===== src/rtl/dvsd_pkg.sv =====
// Shared definitions for the sum collector.
// Contents:
//   state_e    - collector FSM states (ACCUM gathers operands, HOLD presents a total)
//   SUM_W      - width of the upstream adder sum field
//   OPND_W     - width of one operand, i.e. {carry-out, sum}
//   opnd_value - packs carry-out and sum into one unsigned operand
package dvsd_pkg;

    localparam int SUM_W  = 12;
    localparam int OPND_W = 13;

    typedef enum logic {
        ACCUM = 1'b0,
        HOLD  = 1'b1
    } state_e;

    // Carry-out is the MSB of the unsigned operand.
    function automatic logic [OPND_W-1:0] opnd_value(input logic cout, input logic [SUM_W-1:0] sum);
        return {cout, sum};
    endfunction

endpackage


===== src/rtl/dvsd_sum_collector.sv =====
// Frame sum collector.
// It accumulates N_OPS unsigned 13-bit adder results ({in_cout,in_sum}) into
// one ACC_W-bit total. It then holds that total, with a sticky overflow flag,
// until the downstream side takes it.
// Ports:
//   clk, rst            - clock, synchronous active-high reset
//   in_valid/in_ready   - operand handshake; in_sum/in_cout carry the operand
//   out_valid/out_ready - total handshake
//   out_total/out_ovf   - frame total modulo 2^ACC_W and its overflow flag
// All outputs come straight from flops.
module dvsd_sum_collector
    import dvsd_pkg::*;
#(
    parameter int N_OPS = 4,
    parameter int ACC_W = 16
) (
    input  logic             clk,
    input  logic             rst,
    input  logic             in_valid,
    output logic             in_ready,
    input  logic [11:0]      in_sum,
    input  logic             in_cout,
    output logic             out_valid,
    input  logic             out_ready,
    output logic [ACC_W-1:0] out_total,
    output logic             out_ovf
);

    localparam logic [7:0] LAST_CNT = 8'(N_OPS - 1);

    state_e             state_q, state_d;
    logic [ACC_W-1:0]   acc_q, acc_d;
    logic [7:0]         cnt_q, cnt_d;
    logic               ovf_q, ovf_d;

    logic               in_ready_q, in_ready_d;
    logic               out_valid_q, out_valid_d;
    logic [ACC_W-1:0]   out_total_q, out_total_d;
    logic               out_ovf_q, out_ovf_d;

    logic               xfer_in_s;
    logic               xfer_out_s;
    logic [ACC_W:0]     opnd_ext_s;
    logic [ACC_W:0]     sum_s;

    // The handshakes use the registered ready/valid, so no input reaches an output combinationally.
    assign xfer_in_s  = in_valid & in_ready_q;
    assign xfer_out_s = out_valid_q & out_ready;

    // The extra MSB of the (ACC_W+1)-bit add is the carry past 2^ACC_W-1.
    assign opnd_ext_s = {{(ACC_W + 1 - OPND_W){1'b0}}, opnd_value(in_cout, in_sum)};
    assign sum_s      = {1'b0, acc_q} + opnd_ext_s;

    // FSM next state and datapath next values.
    always_comb begin
        state_d = state_q;
        acc_d   = acc_q;
        cnt_d   = cnt_q;
        ovf_d   = ovf_q;
        case (state_q)
            ACCUM: begin
                if (xfer_in_s) begin
                    acc_d = sum_s[ACC_W-1:0];
                    ovf_d = ovf_q | sum_s[ACC_W];
                    cnt_d = cnt_q + 8'd1;
                    if (cnt_q == LAST_CNT) begin
                        state_d = HOLD;
                    end else begin
                        state_d = ACCUM;
                    end
                end else begin
                    state_d = ACCUM;
                end
            end
            HOLD: begin
                if (xfer_out_s) begin
                    state_d = ACCUM;
                    acc_d   = '0;
                    cnt_d   = 8'd0;
                    ovf_d   = 1'b0;
                end else begin
                    state_d = HOLD;
                end
            end
            default: begin
                state_d = ACCUM;
                acc_d   = '0;
                cnt_d   = 8'd0;
                ovf_d   = 1'b0;
            end
        endcase
    end

    // Output flops are loaded from the next state, so they change on the same edge as the FSM.
    // out_total and out_ovf read as zero outside HOLD.
    always_comb begin
        in_ready_d  = 1'b0;
        out_valid_d = 1'b0;
        out_total_d = '0;
        out_ovf_d   = 1'b0;
        if (state_d == HOLD) begin
            out_valid_d = 1'b1;
            out_total_d = acc_d;
            out_ovf_d   = ovf_d;
        end else begin
            in_ready_d  = 1'b1;
        end
    end

    // State, datapath and output registers with synchronous reset.
    always_ff @(posedge clk) begin
        if (rst) begin
            state_q     <= ACCUM;
            acc_q       <= '0;
            cnt_q       <= 8'd0;
            ovf_q       <= 1'b0;
            in_ready_q  <= 1'b0;
            out_valid_q <= 1'b0;
            out_total_q <= '0;
            out_ovf_q   <= 1'b0;
        end else begin
            state_q     <= state_d;
            acc_q       <= acc_d;
            cnt_q       <= cnt_d;
            ovf_q       <= ovf_d;
            in_ready_q  <= in_ready_d;
            out_valid_q <= out_valid_d;
            out_total_q <= out_total_d;
            out_ovf_q   <= out_ovf_d;
        end
    end

    assign in_ready  = in_ready_q;
    assign out_valid = out_valid_q;
    assign out_total = out_total_q;
    assign out_ovf   = out_ovf_q;

endmodule


===== config.mk =====
export PLATFORM = sky130hd
export DESIGN_NAME = dvsd_sum_collector
export DESIGN_NICKNAME = d
export VERILOG_FILES = /design/src/rtl/dvsd_pkg.sv /design/src/rtl/dvsd_sum_collector.sv
export SDC_FILE = /design/constraint.sdc
export NUM_CORES = 1
export LEC_CHECK = 0
export BUFFER_PORTS_ARGS = -buffer_cell sky130_fd_sc_hd__buf_2
export CORE_ASPECT_RATIO = 0.75
export CORE_MARGIN = 2
export CORE_UTILIZATION = 56
export CTS_BUF_LIST = sky130_fd_sc_hd__clkbuf_8 sky130_fd_sc_hd__clkbuf_16
export DETAILED_ROUTE_END_ITERATION = 10
export GPL_TIMING_DRIVEN = 0
export HOLD_SLACK_MARGIN = 0.05
export PLACE_DENSITY = 0.79
export SLEW_MARGIN = 20
export SYNTH_ARGS = -nofsm -noshare
export SYNTH_HDL_FRONTEND = slang
export SYNTH_SLANG_ARGS = --single-unit

===== constraint.sdc =====
create_clock -name clk -period 3.1 [get_ports clk]
set_input_delay 0.93 -clock clk [delete_from_list [all_inputs] [get_ports clk]]
set_output_delay 0.93 -clock clk [all_outputs]
set_load 0.02 [all_outputs]

# [Word level (Yosys, flattened, before mapping)]
# Index checks and enable logic that the tools add are counted.
[word_totals] output_inout_bits=19 register_bits=45 inputBits=17
[classes] muxes=15 addsub=2 bitwise_logic=5 n_reduce_logical=2 eq_ne=3
[op_table] cell="$mux 16" n=2
[op_table] cell="$pmux 16 s2" n=1
[op_table] cell="$add 16x13->17" n=1
[op_table] cell="$mux 8" n=2
[op_table] cell="$pmux 8 s2" n=1
[op_table] cell="$add 8x1->8 const B" n=1
[op_table] cell="$eq 8x2->1 const B" n=1
[op_table] cell="$mux 1" n=7
[op_table] cell="$pmux 1 s2" n=2
[op_table] cell="$and 1x1->1" n=2
[op_table] cell="$ne 2x1->1 const B" n=1
[op_table] cell="$ne 2x2->1 const B" n=1
[op_table] cell="$not 1->1" n=2
[op_table] cell="$reduce_and 2->1" n=1
[op_table] cell="$reduce_or 2->1" n=1
[op_table] cell="$or 1x1->1" n=1

# [Logic depth before layout (Yosys ltp)]
# Gate-level depths: netlist of the first run.
[depth] depth_word=6 mapped_depth=9 ltp_nobuf=8

# [Worst setup path before layout of the first run]
# OpenSTA, ideal clock, no wires.
[synth_path] path_type="input to register" start="in in_sum[0]" end="reg acc_q[12]" path_buffers=0 setup_slack_ps=332 required_time_ps=2968 cell_stages=8 setup_time_ps=132 arrival_time_ps=2636 cell_sequence="ha_1 > fa_1 > a211oi_1 > nor3_1 > o211ai_1 > a31oi_1 > o21ai_0 > a21oi_1"
[synth_between] elab_chain_cells=3
[synth_lines] element="from (decl)" line_no="dvsd_sum_collector.sv:21" source="input logic [11:0] in_sum,"
[synth_lines] element="$add 16x13->17" line_no="dvsd_sum_collector.sv:52" source="assign sum_s = {1'b0, acc_q} + opnd_ext_s;"
[synth_lines] element="$mux 16" line_no="dvsd_sum_collector.sv:62" source="if (xfer_in_s) begin"
[synth_lines] element="$pmux 16 s2" line_no="dvsd_sum_collector.sv:60" source="case (state_q)"
[synth_lines] element="to (signal assigned)" line_no="dvsd_sum_collector.sv:114" source="acc_q <= '0;"
[synth_lines] element="to (signal assigned)" line_no="dvsd_sum_collector.sv:123" source="acc_q <= acc_d;"
[synth_lines] element="to (decl)" line_no="dvsd_sum_collector.sv:32" source="logic [ACC_W-1:0] acc_q, acc_d;"
# No other way between the ends.
# A chain may end at the register's enable or synchronous reset.

# [Final worst setup path of the first run]
[layout_path] start="in in_sum[1]" end="reg acc_q[15]"
# The elaborated chain is that of the path after synthesis.

==> results.sh, run 1 <==
export IMPL_grt_pass1_wl_um=9320
export IMPL_synth_top_family_by_area="simple AND/OR/NAND/NOR gates"
export IMPL_power_density_nw_per_um2=431
export IMPL_htreeDepth=2
export IMPL_ys_seq_elements=44
export IMPL_syn_to_final_growth_pct=13.8
export IMPL_status="finished, final reports clean"
export IMPL_yosysSeqAreaShare_pct=38.8
export IMPL_post_cts_buffers=0
export IMPL_wirelength_um=5640
export IMPL_final_area_um2=2580
export IMPL_synthDistinctLibCells=53
export IMPL_clk_latency_ps=300
export IMPL_vdd_drop_max_mv=0.358
export IMPL_drive_gt1_share_pct=16.5
export IMPL_syn_area_per_cell_um2=8.41
export IMPL_tightest_slew_ps=611
export IMPL_syn_cell_area_um2=2270
export IMPL_cts_buffers=5
export IMPL_drv_cap=0
export IMPL_fin_crit_sh_pct=92.5
export IMPL_synthXorXnorAreaFrac_pct=1.54
export IMPL_path_cells="buf_2 -> ha_1 -> a21o_1 -> nand4_1 -> a21oi_1 -> o2111ai_1 -> a21oi_1 -> mux2_2"
export IMPL_first_global_vias=1982
export IMPL_grt_max_degree=12
export IMPL_gp_congestion=0.882
export IMPL_firstDrtPassIters=5
export IMPL_yosys_area_share_adder_pct=8.60
export IMPL_clock_sinks=44
export IMPL_cts_resized=0
export IMPL_fin_crit_ps=2870
export IMPL_core_area_um2=3980
export IMPL_hold_class="reg2reg"
export IMPL_arrival_ps=3050
export IMPL_crit_path_start_kind="input pin"
export IMPL_dp_hpwl_um=4000
export IMPL_leakage_uw=0.00108
export IMPL_max_freq_mhz=349
export IMPL_power_uw=1110
export IMPL_nets=344
export IMPL_netlist_instances=270
export IMPL_die_h_um=59.1
export IMPL_cp_common_cell="a21oi_1"
export IMPL_overflow=0
export IMPL_yosysWarnings=0
export IMPL_clockBufferDepth=2
export IMPL_hold_buffers=0
export IMPL_die_w_um=77.5
export IMPL_synth_nets=302
export IMPL_antenna_found_initial=0
export IMPL_antenna_cells=0
export IMPL_viasPerCell=5.90
export IMPL_maxSlewViolCount=0
export IMPL_clock_skew_ps=7.91
export IMPL_synthMuxAreaShare_pct=1.93
export IMPL_synth_compound_area_share_pct=21.5
export IMPL_io_pins=36
export IMPL_async_flop_share_pct=0
export IMPL_synthFlopType="dfxtp_1"
export IMPL_path_class="in2reg"
export IMPL_crit_path_top_delay_cell="a21oi_1"
export IMPL_slowest_delay_ps=460
export IMPL_grt_usage_pct=26.4
export IMPL_cts_tree="yes"
export IMPL_ant_nets=0
export IMPL_die_area_um2=4580
export IMPL_setup_violations=0
export IMPL_required_ps=3280
export IMPL_port_buffers=35
export IMPL_wire_per_inst_um=15.4
export IMPL_end_kind="register"
export IMPL_slew_headroom_pct=59.3
export IMPL_placed_area_um2=2510
export IMPL_placementRows=20
export IMPL_synth_edf_count=0
export IMPL_vias=2154
export IMPL_rsz0062_at_grt="false"
export IMPL_start_util_pct=57.0
export IMPL_drc=0
export IMPL_synth_simple_gate_area_share_pct=24.9
export IMPL_dr_first_iter_drc_count=195
export IMPL_clk_pin_slew_ps=70
export IMPL_root_buffer="clkbuf_8"
export IMPL_critPathMaxFanout=5
export IMPL_hold_slack_ps=476
export IMPL_hold_viol=0
power breakdown:
group          switching (µW)  internal [µW]  total, µW
clock network             180            145        326
registers                10.6            581        591
logic                     120           77.2        197
registers in the layout (all words and copies together), names as in the netlist:
| signal | flops |
|---|---|
| acc_q | 16 |
| cnt_q | 8 |
| in_ready | 1 |
| out_ovf | 1 |
| out_total | 16 |
| ovf_q | 1 |
| state_q | 1 |
per-layer routing:
layer  global-route usage [%]  vias up  wire [µm]  share of wire (%)
met5                        0        -          0                  0
met4                     6.63        0         54               0.96
met3                     6.10        8        424                7.5
met2                     41.2       74       2490                 44
met1                     37.3     1007       2670                 47
li1                         -     1065          -                  -
cells in the mapped netlist, types with 2 or more instances:
| master | instances | share of area, % |
|---|---|---|
| and2b_1 | 5 | 1.7 |
| inv_1 | 5 | 0.83 |
| o211ai_1 | 4 | 1.3 |
| o311ai_0 | 2 | 0.77 |
| nor4_1 | 2 | 0.55 |
| o21a_1 | 3 | 0.99 |
| nor2_1 | 31 | 5.1 |
| nand2b_1 | 2 | 0.55 |
| ha_1 | 14 | 7.7 |
| nand4b_1 | 3 | 1.2 |
| nand2_1 | 21 | 3.5 |
| xnor2_1 | 3 | 1.2 |
| nand4_1 | 2 | 0.55 |
| nor3_1 | 7 | 1.5 |
| o21ai_0 | 11 | 2.4 |
| o21bai_1 | 3 | 0.99 |
| or2_2 | 2 | 0.55 |
| a211oi_1 | 3 | 0.99 |
| nand3_1 | 16 | 3.5 |
| clkbuf_1 | 10 | 1.7 |
| mux2_2 | 3 | 1.5 |
| dfxtp_1 | 44 | 39 |
| or3_2 | 2 | 0.66 |
| nand3b_1 | 2 | 0.66 |
| nor2b_1 | 2 | 0.55 |
| or3_1 | 2 | 0.55 |
| o31ai_1 | 2 | 0.66 |
| a31oi_1 | 2 | 0.55 |
| a21oi_1 | 34 | 7.5 |
| a21o_1 | 5 | 1.7 |
kinds of logic after synthesis:
group                    after synthesis
AND/OR/NAND/NOR                      108
AO/OA/AOI/OAI                         79
flip-flops                            44
buffers and inverters                 16
adder cells (fa/ha/maj)               15
XOR/XNOR                               4
multiplexers                           4
per-stage QoR:
step / worst slack (ps) / TNS [ps] / std cells / util, %
CTS: 276 / 0 / 365 / 64.9
finish: 232 / 0 / 365 / 64.9
global route: 111 / 0 / 365 / 64.9
global placement: 23.2 / 0 / 360 / 63.2
detailed placement: -9.27 / -9.27 / 360 / 63.2
floorplan: 332 / 0 / 270 / -
worst max-delay path: cells and delay by family:
family                     cells  cell delay, ps
and+or+nand+nor                1             170
AOI/OAI and AO/OA              4            1190
adders and majority gates      1             270
buffers and inverters          1             120
muxes                          1             380
layout make-up:
type | instances | area (µm²)
fill | 346 | 1400
multi-input combinational | 210 | 1330
sequential | 44 | 881
timing repair buffer | 35 | 175
clock buffer | 5 | 68.8
tap | 55 | 68.8
buffer | 11 | 42.5
inverter | 5 | 18.8
cell usage in the layout (no fill, tap or decap), drive strengths merged, types with 3 or more instances in the layout:
cell type | synthesis | final
ha | 14 | 14
nor2 | 32 | 32
and2b | 5 | 5
dfxtp | 44 | 44
buf | 1 | 36
a211oi | 3 | 3
o21bai | 3 | 3
a21oi | 34 | 34
nand2 | 21 | 21
o211ai | 4 | 4
mux2 | 3 | 3
o21a | 3 | 3
a21o | 5 | 5
nand4b | 3 | 3
xnor2 | 3 | 3
clkbuf | 10 | 15
inv | 5 | 5
or3 | 4 | 4
nand3 | 16 | 16
nor3 | 7 | 7
o21ai | 11 | 11
final timing paths:
kind,from,to,slack [ps],depth (start not counted)
max,in_sum[1],acc_q[15],230,8
min,ovf_q,out_ovf,480,2
max reg2reg,acc_q[1],acc_q[15],640,7
min reg2reg,ovf_q,out_ovf,480,2
Note: power is estimated with default switching activity, not from simulation.
==> run 2: changes to the inputs <==
Settings changed: CELL_PAD_IN_SITES_DETAIL_PLACEMENT set to 2, CELL_PAD_IN_SITES_GLOBAL_PLACEMENT set to 2, CORE_UTILIZATION 56 to 33, PLACE_DENSITY 0.79 to not set, PLACE_DENSITY_LB_ADDON set to 0.1.
==> results.sh, run 2 (synthesized netlist as in run 1, its figures left out) <==
export IMPL_status="finished, final reports clean"
export IMPL_vdd_drop_max_mv=0.138
export IMPL_grt_pass1_wl_um=11600
export IMPL_netSwitchingFraction_pct=29.2
export IMPL_dpl_cell_count=389
export IMPL_path_cells="buf_2 -> ha_1 -> a21o_1 -> nand4_1 -> a21oi_1 -> o2111ai_1 -> a21oi_1 -> mux2_2"
export IMPL_cts_buffers=5
export IMPL_viasPerCell=5.52
export IMPL_critPathMaxFanout=5
export IMPL_die_w_um=99.8
export IMPL_die_h_um=75.8
export IMPL_p_clk_share_pct=30.0
export IMPL_nets=344
export IMPL_first_global_vias=2214
export IMPL_die_area_um2=7560
export IMPL_htreeDepth=2
export IMPL_clock_skew_ps=7.59
export IMPL_wire_per_inst_um=18.6
export IMPL_max_freq_mhz=346
export IMPL_required_ps=3280
export IMPL_fin_crit_sh_pct=93.2
export IMPL_clk_latency_ps=290
export IMPL_dp_hpwl_um=5540
export IMPL_hold_class="reg2reg"
export IMPL_power_uw=1140
export IMPL_clock_sinks=44
export IMPL_arrival_ps=3070
export IMPL_slowest_delay_ps=450
export IMPL_grt_usage_pct=20.1
export IMPL_drc=0
export IMPL_fin_crit_ps=2890
export IMPL_grt_max_degree=13
export IMPL_cts_tree="yes"
export IMPL_crit_path_start_kind="input pin"
export IMPL_clockBufferDepth=2
export IMPL_tightest_slew_ps=713
export IMPL_overflow=0
export IMPL_hold_slack_ps=480
export IMPL_io_pins=36
export IMPL_fin_cells=396
export IMPL_start_util_pct=33.7
export IMPL_root_buffer="clkbuf_8"
export IMPL_antenna_cells=0
export IMPL_rsz0062_at_grt="false"
export IMPL_maxSlewViolCount=0
export IMPL_final_area_um2=2630
export IMPL_drive_gt1_share_pct=17.0
export IMPL_dr_first_iter_drc_count=58
export IMPL_core_area_um2=6730
export IMPL_crit_path_top_delay_cell="a21oi_1"
export IMPL_setup_violations=0
export IMPL_leakage_uw=0.00109
export IMPL_drv_cap=0
export IMPL_final_common_cell="dfxtp_1"
export IMPL_clk_pin_slew_ps=80
export IMPL_placed_area_um2=2550
export IMPL_firstDrtPassIters=4
export IMPL_placementRows=26
export IMPL_combinationalPowerShare_pct=18.2
export IMPL_cp_top_family="compound AO/OA/AOI/OAI gates"
export IMPL_layout_common_cells="dfxtp_1 (44), buf_2 (36), a21oi_1 (34)"
export IMPL_gp_congestion=0.836
export IMPL_wirelength_um=7370
export IMPL_syn_to_final_growth_pct=16.0
export IMPL_power_density_nw_per_um2=434
export IMPL_p_seq_share_pct=51.8
export IMPL_path_class="in2reg"
export IMPL_vias=2185
export IMPL_ant_nets=0
export IMPL_p_int_uw=809
export IMPL_antenna_found_initial=0
export IMPL_cp_common_cell="a21oi_1"
export IMPL_slew_headroom_pct=52.5
export IMPL_port_buffers=35
export IMPL_switchingPower_uw=334
export IMPL_hold_viol=0
export IMPL_end_kind="register"
export IMPL_critPathBufInv=1
==> run 2: final cells by class <==
| class | instances | area, µm² |
|---|---|---|
| Buffer | 11 | 42.5 |
| Clock buffer | 5 | 68.8 |
| Clock inverter | 2 | 8.76 |
| Fill cell | 788 | 4100 |
| Inverter | 5 | 18.8 |
| Multi-Input combinational cell | 210 | 1330 |
| Sequential cell | 44 | 881 |
| Tap cell | 84 | 105 |
| Timing Repair Buffer | 35 | 175 |
==> run 2: what timing repair did <==
action	CTS	global route
setup endpoints to repair	0	2
hold buffers	0	0
resized for setup	0	1
setup buffers	0	0
==> run 2: layer usage <==
metal	GRT usage, %	vias up	wire, µm
li1	-	1066	-
met1	26.9	1077	3660
met2	33.9	32	3400
met3	3.30	10	215
met4	5.78	0	86
met5	0	-	0
==> run 2: per-stage QoR <==
step	TNS, ps	setup slack, ps	util [%]
after detailed placement	-689	-152	37.9
after global routing	0	89.8	39.1
after floorplan	0	332	-
after CTS	0	125	39.0
final	0	210	39.1
after global placement	-400	-117	37.9
==> run 2: power groups by stage <==
stage	sequential (µW)	combinational (µW)	clock, µW
after floorplan	603	143	0
after global placement	604	201	0
after detailed placement	605	207	0
after CTS	592	209	364
after global routing	594	236	382
final	592	209	343
==> run 2: final timing paths <==
path | startpoint | endpoint | slack (ps) | cells after the start
min | ovf_q | out_ovf | 480 | 2
min reg2reg | ovf_q | out_ovf | 480 | 2
max reg2reg | state_q | acc_q[9] | 470 | 7
max | in_sum[1] | acc_q[15] | 210 | 8
==> run 2: tightest hold or removal path, stage by stage, from the launching register on <==
cell     delay [ps]
dfxtp_1         330
a21oi_1          50
nor2_1           70
